## src/rtl/pixel_reader_packed_if.sv

```systemverilog
// Pixel reader bus: FIFO block/word handshake on one side, ready/strobe pixel port on the other.
interface pixel_reader_packed_if #(
  parameter int DATA_WIDTH    = 32,
  parameter int SIZE_WIDTH    = 24,
  parameter int CHANNEL_WIDTH = 8
);
  logic                     i_mode;
  logic                     i_swap;
  logic                     i_read_rdy;
  logic                     o_read_act;
  logic [SIZE_WIDTH-1:0]    i_read_size;
  logic [DATA_WIDTH-1:0]    i_read_data;
  logic                     o_read_stb;
  logic [CHANNEL_WIDTH-1:0] o_red;
  logic [CHANNEL_WIDTH-1:0] o_green;
  logic [CHANNEL_WIDTH-1:0] o_blue;
  logic                     o_last;
  logic                     o_pixel_rdy;
  logic                     i_pixel_stb;
  logic                     o_busy;

  modport slave (
    input  i_mode, i_swap, i_read_rdy, i_read_size, i_read_data, i_pixel_stb,
    output o_read_act, o_read_stb, o_red, o_green, o_blue, o_last, o_pixel_rdy, o_busy
  );

  modport master (
    output i_mode, i_swap, i_read_rdy, i_read_size, i_read_data, i_pixel_stb,
    input  o_read_act, o_read_stb, o_red, o_green, o_blue, o_last, o_pixel_rdy, o_busy
  );
endinterface

```

## src/rtl/pixel_reader_packed.sv

```systemverilog
// Claims FIFO blocks, unpacks each word into one RGB888 or two RGB565 pixels,
// and streams them as CHANNEL_WIDTH-bit channels with an end-of-block flag.
module pixel_reader_packed #(
  parameter int DATA_WIDTH    = 32,
  parameter int SIZE_WIDTH    = 24,
  parameter int CHANNEL_WIDTH = 8
) (
  input  logic                 clk,
  input  logic                 rst,
  pixel_reader_packed_if.slave bus
);
  typedef enum logic {S_IDLE, S_ACT} state_t;
  typedef struct packed {
    logic [CHANNEL_WIDTH-1:0] r;
    logic [CHANNEL_WIDTH-1:0] g;
    logic [CHANNEL_WIDTH-1:0] b;
  } pix_t;

  state_t                state_q, state_d;
  logic [DATA_WIDTH-1:0] data_in;
  logic [31:0]           word_q;
  logic [SIZE_WIDTH-1:0] count_q;
  logic                  buf_vld, sub_q, mode_q, swap_q, word_last_q;
  pix_t                  pix_q, pix_nxt;
  logic                  last_q, rdy_q;
  logic                  more, final_sub, emit, buf_free, claim, load;
  logic [15:0]           half;
  logic [7:0]            r8, g8, b8;
  logic                  unused_hi;

  assign data_in   = bus.i_read_data;
  assign unused_hi = ^data_in;

  assign more      = count_q < bus.i_read_size;
  assign final_sub = ~mode_q | sub_q;
  assign emit      = buf_vld & (~rdy_q | bus.i_pixel_stb);
  // A word may be refilled in the same cycle its last sub-pixel leaves.
  assign buf_free  = ~buf_vld | (emit & final_sub);

  always_ff @(posedge clk or posedge rst)
    if (rst) state_q <= S_IDLE;
    else     state_q <= state_d;

  always_comb begin
    state_d = state_q;
    case (state_q)
      S_IDLE: if (bus.i_read_rdy)     state_d = S_ACT;
      S_ACT:  if (!more && !buf_vld)  state_d = S_IDLE;
      default: state_d = S_IDLE;
    endcase
  end

  always_comb begin
    claim          = 1'b0;
    load           = 1'b0;
    bus.o_read_act = 1'b0;
    case (state_q)
      S_IDLE: claim = bus.i_read_rdy;
      S_ACT: begin
        bus.o_read_act = 1'b1;
        load           = more & buf_free;
      end
      default: ;
    endcase
    bus.o_read_stb = load;
  end

  // Unpack the current sub-pixel; RGB565 widens by MSB replication, then the
  // top CHANNEL_WIDTH bits of the 8-bit value are kept.
  always_comb begin
    half = (swap_q ^ sub_q) ? word_q[31:16] : word_q[15:0];
    if (mode_q) begin
      r8 = {half[15:11], half[15:13]};
      g8 = {half[10:5],  half[10:9]};
      b8 = {half[4:0],   half[4:2]};
    end else begin
      r8 = word_q[23:16];
      g8 = word_q[15:8];
      b8 = word_q[7:0];
    end
    pix_nxt.r = r8[7 -: CHANNEL_WIDTH];
    pix_nxt.g = g8[7 -: CHANNEL_WIDTH];
    pix_nxt.b = b8[7 -: CHANNEL_WIDTH];
  end

  always_ff @(posedge clk or posedge rst)
    if (rst) begin
      word_q      <= '0;
      count_q     <= '0;
      buf_vld     <= 1'b0;
      sub_q       <= 1'b0;
      mode_q      <= 1'b0;
      swap_q      <= 1'b0;
      word_last_q <= 1'b0;
      pix_q       <= '0;
      last_q      <= 1'b0;
      rdy_q       <= 1'b0;
    end else begin
      if (claim) begin
        count_q <= '0;
        mode_q  <= bus.i_mode;
        swap_q  <= bus.i_swap;
      end
      if (load) begin
        word_q      <= data_in[31:0];
        count_q     <= count_q + SIZE_WIDTH'(1);
        word_last_q <= (count_q + SIZE_WIDTH'(1)) == bus.i_read_size;
        sub_q       <= 1'b0;
        buf_vld     <= 1'b1;
      end else if (emit) begin
        sub_q <= 1'b1;
        if (final_sub) buf_vld <= 1'b0;
      end
      if (emit) begin
        pix_q  <= pix_nxt;
        last_q <= word_last_q & final_sub;
        rdy_q  <= 1'b1;
      end else if (rdy_q && bus.i_pixel_stb) begin
        last_q <= 1'b0;
        rdy_q  <= 1'b0;
      end
    end

  assign bus.o_red       = pix_q.r;
  assign bus.o_green     = pix_q.g;
  assign bus.o_blue      = pix_q.b;
  assign bus.o_last      = last_q;
  assign bus.o_pixel_rdy = rdy_q;
  assign bus.o_busy      = bus.o_read_act | buf_vld;
endmodule

```

## src/flat_wrapper.sv

```systemverilog
// flat-port wrapper written by rule: the top's interface ports become plain ports
module pixel_reader_packed_flat 
#(
  parameter int DATA_WIDTH    = 32,
  parameter int SIZE_WIDTH    = 24,
  parameter int CHANNEL_WIDTH = 8
)
  (clk, rst, bus_i_mode, bus_i_swap, bus_i_read_rdy, bus_i_read_size, bus_i_read_data, bus_i_pixel_stb, bus_o_read_act, bus_o_read_stb, bus_o_red, bus_o_green, bus_o_blue, bus_o_last, bus_o_pixel_rdy, bus_o_busy);
  pixel_reader_packed_if #(.DATA_WIDTH(DATA_WIDTH), .SIZE_WIDTH(SIZE_WIDTH), .CHANNEL_WIDTH(CHANNEL_WIDTH)) bus_i ();
  input  logic clk;
  input  logic rst;
  input wire logic [$bits(bus_i.i_mode)-1:0] bus_i_mode;
  input wire logic [$bits(bus_i.i_swap)-1:0] bus_i_swap;
  input wire logic [$bits(bus_i.i_read_rdy)-1:0] bus_i_read_rdy;
  input wire logic [$bits(bus_i.i_read_size)-1:0] bus_i_read_size;
  input wire logic [$bits(bus_i.i_read_data)-1:0] bus_i_read_data;
  input wire logic [$bits(bus_i.i_pixel_stb)-1:0] bus_i_pixel_stb;
  output wire logic [$bits(bus_i.o_read_act)-1:0] bus_o_read_act;
  output wire logic [$bits(bus_i.o_read_stb)-1:0] bus_o_read_stb;
  output wire logic [$bits(bus_i.o_red)-1:0] bus_o_red;
  output wire logic [$bits(bus_i.o_green)-1:0] bus_o_green;
  output wire logic [$bits(bus_i.o_blue)-1:0] bus_o_blue;
  output wire logic [$bits(bus_i.o_last)-1:0] bus_o_last;
  output wire logic [$bits(bus_i.o_pixel_rdy)-1:0] bus_o_pixel_rdy;
  output wire logic [$bits(bus_i.o_busy)-1:0] bus_o_busy;
  assign bus_i.i_mode = bus_i_mode;
  assign bus_i.i_swap = bus_i_swap;
  assign bus_i.i_read_rdy = bus_i_read_rdy;
  assign bus_i.i_read_size = bus_i_read_size;
  assign bus_i.i_read_data = bus_i_read_data;
  assign bus_i.i_pixel_stb = bus_i_pixel_stb;
  assign bus_o_read_act = bus_i.o_read_act;
  assign bus_o_read_stb = bus_i.o_read_stb;
  assign bus_o_red = bus_i.o_red;
  assign bus_o_green = bus_i.o_green;
  assign bus_o_blue = bus_i.o_blue;
  assign bus_o_last = bus_i.o_last;
  assign bus_o_pixel_rdy = bus_i.o_pixel_rdy;
  assign bus_o_busy = bus_i.o_busy;
  pixel_reader_packed #(.DATA_WIDTH(DATA_WIDTH), .SIZE_WIDTH(SIZE_WIDTH), .CHANNEL_WIDTH(CHANNEL_WIDTH)) u_core (.clk(clk), .rst(rst), .bus(bus_i));
endmodule
```

## config.mk

```make
export PLATFORM = sky130hd
export DESIGN_NAME = pixel_reader_packed_flat
export DESIGN_NICKNAME = d
export VERILOG_FILES = /design/src/rtl/pixel_reader_packed_if.sv /design/src/rtl/pixel_reader_packed.sv /design/src/flat_wrapper.sv
export SDC_FILE = /design/constraint.sdc
export NUM_CORES = 1
export LEC_CHECK = 0
export BUFFER_PORTS_ARGS = -buffer_cell sky130_fd_sc_hd__buf_2
export CAP_MARGIN = 10
export CORE_ASPECT_RATIO = 1.5
export CORE_MARGIN = 10
export CORE_UTILIZATION = 35
export DETAILED_ROUTE_END_ITERATION = 6
export PLACE_DENSITY_LB_ADDON = 0.1
export RECOVER_POWER = 100
export SYNTH_ARGS = -nofsm -noshare
export SYNTH_HDL_FRONTEND = slang
export SYNTH_SLANG_ARGS = --single-unit
```

## constraint.sdc

```tcl
create_clock -name clk -period 9.3 [get_ports clk]
set_input_delay 1.86 -clock clk [delete_from_list [all_inputs] [get_ports clk]]
set_output_delay 1.86 -clock clk [all_outputs]
set_load 0.05 [all_outputs]
```

==> summary.md <==
| Metric | Value |
|---|---|
| WL final | `15100 um` |
| Share of layout cells above drive strength 1 | `0.142` |
| Critical Path Source Type | `input port` |
| Commonest non-fill, non-tap cells in the layout | `130 x nand2_1, 88 x dfrtp_1, 58 x buf_2` |
| Max Transition Viols Final | `177` |
| Synth unique cells | `61` |
| Async SR Flop Fraction | `1.00` |
| Dominant cell type by area after synthesis | `dfrtp_1` |
| Clk pin slew, worst setup/hold paths | `0.07 ns` |
| Vias/cell | `5.04` |
| Outcome | `complete, but fails checks` |
| Global route total overflow | `0` |
| HP Start | `u_core.word_q[27]` |
| Peak Freq | `164 MHz` |
| Post-cts sizing count | `0` |
| Kind of critical path | `in2reg` |
| Post-Syn Area | `5340 sq um` |
| Setup_tns | `0 ns` |
| Max Root-Sink Buffers | `2` |
| Yosys reg bits | `88` |
| Vias in the first global route | `4798` |
| Worst-Margin Slew | `3.27 ns` |
| Initial Util | `0.356` |
| Largest cells by area after synthesis | `dfrtp_1 41%, nand2_1 9.1%, ha_1 5.9%` |
| Maximum VDD drop | `0.000143 V` |
| Max-cap viol count | `3` |
| Final setup fails | `0` |
| Crit Path Max Fanout | `67` |
| Total die area | `20700 sq um` |
| RSZ-0062 raised after global routing | `false` |
| CTS Buf Count | `9` |
| Drt pass-1 iters | `4` |
| Antenna violations before repair | `0` |
| Post-CTS setup buffer count | `0` |
| H-tree levels | `3` |
| Synthesized net count | `705` |
| Core area | `15000 sq um` |
| Hold depth | `2` |
| Syn Inst Count | `618` |
| Hold crit path type | `reg2reg` |
| Area Overhead vs Synth | `15.7%` |
| CP max-delay cell | `clkbuf_1` |
| Routed len/inst | `16.8 um` |
| Die width | `121 um` |
| Worst EP arrival | `6.35 ns` |
| Yosys warns | `0` |
| Most common cell after layout, fill and taps aside | `nand2_1` |
| Net count, final | `780` |
| Highest cell delay on the worst timing path | `2.08 ns` |
| Worst Setup SP | `bus_i_read_size[13]` |
| Finished Cell Area | `6170 sq um` |
| Filler cell count | `1628` |
| Failing checks | `capacitance limit, slew limit` |
| Ys flop type | `dfrtp_1` |
| Tmin final | `6.09 ns` |
| Routability cong. | `0.854` |
| TritonCTS clock tree | `built` |
| Antenna diodes | `0` |
| Post-CTS Hold Buffers | `0` |
| CP top delay family | `buffers and inverters` |
| Skew-Pair Late Insertion Delay | `0.34 ns` |
| CTS Sinks | `88` |
| Setup WS post-layout | `3.21 ns` |
| Top-area cell type share of the netlist area | `0.413` |
| FF-to-FF path depth | `10` |
| Skew final | `0.00756 ns` |
| Leak | `0.00307 uW` |
| Largest net degree at the start of global routing | `68` |
| Worst rel slew slack | `-1.18` |
| Syn Area/Cell | `8.64 sq um` |
| DP Area | `5920 sq um` |
| Num rows | `55` |
| WHS Endpoint | `u_core.word_q[27]` |
| WP buf/inv | `4` |
| Vias | `4523` |
| Port bufs | `90` |
| DP Worst Slack | `3.63 ns` |
| Drt drc | `0` |
| EDFF count, synth | `0` |
| Total track usage | `0.146` |
| Final period util | `0.655` |
| Clock root buffer | `clkbuf_16` |
| Antenna Violating Nets Remaining | `0` |
| Kind of end point of the critical path | `flop` |
| Ports | `91` |
| R2R setup slack | `4.46 ns` |
| R2r endpoint | `u_core.count_q[23]` |
| Worst path required time | `9.56 ns` |
| Endpoints failing hold | `0` |
| Final Util | `0.412` |
| PD cells | `290 nW/um^2` |
| Post-synthesis sequential area ratio | `0.413` |
| Critical Path, Cell by Cell | `clkbuf_1 -> inv_1 -> ha_1 -> a21o_1 -> a21o_1 -> a221o_1 -> o31ai_1 -> nand3_2 -> inv_1 -> clkbuf_1 -> and3_1 -> a221o_1` |
| DIE HEIGHT | `171 um` |
| First-pass GRT wire length | `24300 um` |
| RR Startpoint | `u_core.count_q[9]` |
| First-iteration detailed-routing DRC count | `273` |
| Detailed placement HPWL | `11200 um` |
## per-stage QoR
stage	cells	hold WS, ns	total power (uW)
after floorplan	618	0.444	1220
after global placement	881	0.459	1430
after detailed placement	881	0.467	1440
after CTS	897	0.482	1830
after global routing	897	0.502	1930
final	897	0.477	1790
## state kept, by name, summed over array words and instances (netlist names)
| register | cells |
|---|---|
| u_core.word_q | 32 |
| u_core.count_q | 24 |
| u_core.bus.o_blue | 8 |
| u_core.bus.o_green | 8 |
| u_core.bus.o_red | 8 |
| u_core.buf_vld | 1 |
| u_core.bus.o_last | 1 |
| u_core.bus.o_pixel_rdy | 1 |
| u_core.mode_q | 1 |
| u_core.state_q | 1 |
| u_core.sub_q | 1 |
| u_core.swap_q | 1 |
| u_core.word_last_q | 1 |
## per-layer routing
layer	global-route usage	up-vias	share of wire
li1	-	2259	-
met1	0.163	2171	0.42
met2	0.263	80	0.52
met3	0.0351	13	0.039
met4	0.0521	0	0.016
met5	0	-	0
## tightest hold or removal path: stages, from the launching register on
cell     delay [ns]
dfrtp_1        0.34
nand2_1        0.05
nand2_1        0.06
## final cells by class
type                       instances  area [sq um]  area share
multi-input combinational        464          2840       0.459
sequential                        88          2200       0.357
timing repair buffer              96           444      0.0719
tap                              199           249      0.0403
clock buffer                      10           239      0.0387
inverter                          34           129      0.0209
clock inverter                     6          75.1      0.0122
## how the worst max path moves through the flow
stage          cells after the start                  to
5_1_grt                           12  u_core.count_q[23]
6_report                          12  u_core.count_q[23]
2_1_floorplan                     10      bus_o_read_stb
3_3_place_gp                      10      bus_o_read_stb
4_1_cts                           10      bus_o_read_stb
3_5_place_dp                      10      bus_o_read_stb
## Yosys cell counts (all sizes together) (2+ instances only)
| cell type | number |
|---|---|
| a21o | 14 |
| a21oi | 37 |
| a221o | 10 |
| a22o | 2 |
| a31oi | 2 |
| and2 | 4 |
| and3 | 16 |
| and4 | 4 |
| buf | 13 |
| clkbuf | 19 |
| dfrtp | 88 |
| ha | 25 |
| inv | 34 |
| mux2i | 18 |
| nand2 | 130 |
| nand2b | 2 |
| nand3 | 21 |
| nand4 | 12 |
| nor2 | 58 |
| nor2b | 3 |
| nor3 | 7 |
| nor4 | 4 |
| o2111ai | 2 |
| o21a | 2 |
| o21ai | 30 |
| o21ba | 2 |
| o21bai | 2 |
| o22ai | 3 |
| o31ai | 2 |
| or2 | 3 |
| or3 | 4 |
| xnor2 | 25 |
| xor2 | 10 |
## kinds of logic after synthesis
family          Yosys count  synth area share
mux                      19            0.0359
buf+inv                  66            0.0553
fa+ha+maj                26            0.0605
simple gates            268             0.236
compound gates          116             0.141
xor+xnor                 35            0.0588
flops                    88             0.413
## power breakdown
group / internal [uW] / total (uW) / leakage (uW) / switching, uW
registers: 520 / 626 / 0.00110 / 106
clock network: 220 / 381 / 0.000151 / 162
logic: 223 / 785 / 0.00182 / 562
total: 962 / 1790 / 0.00307 / 830
No activity file was read; power rests on OpenSTA's default activity.
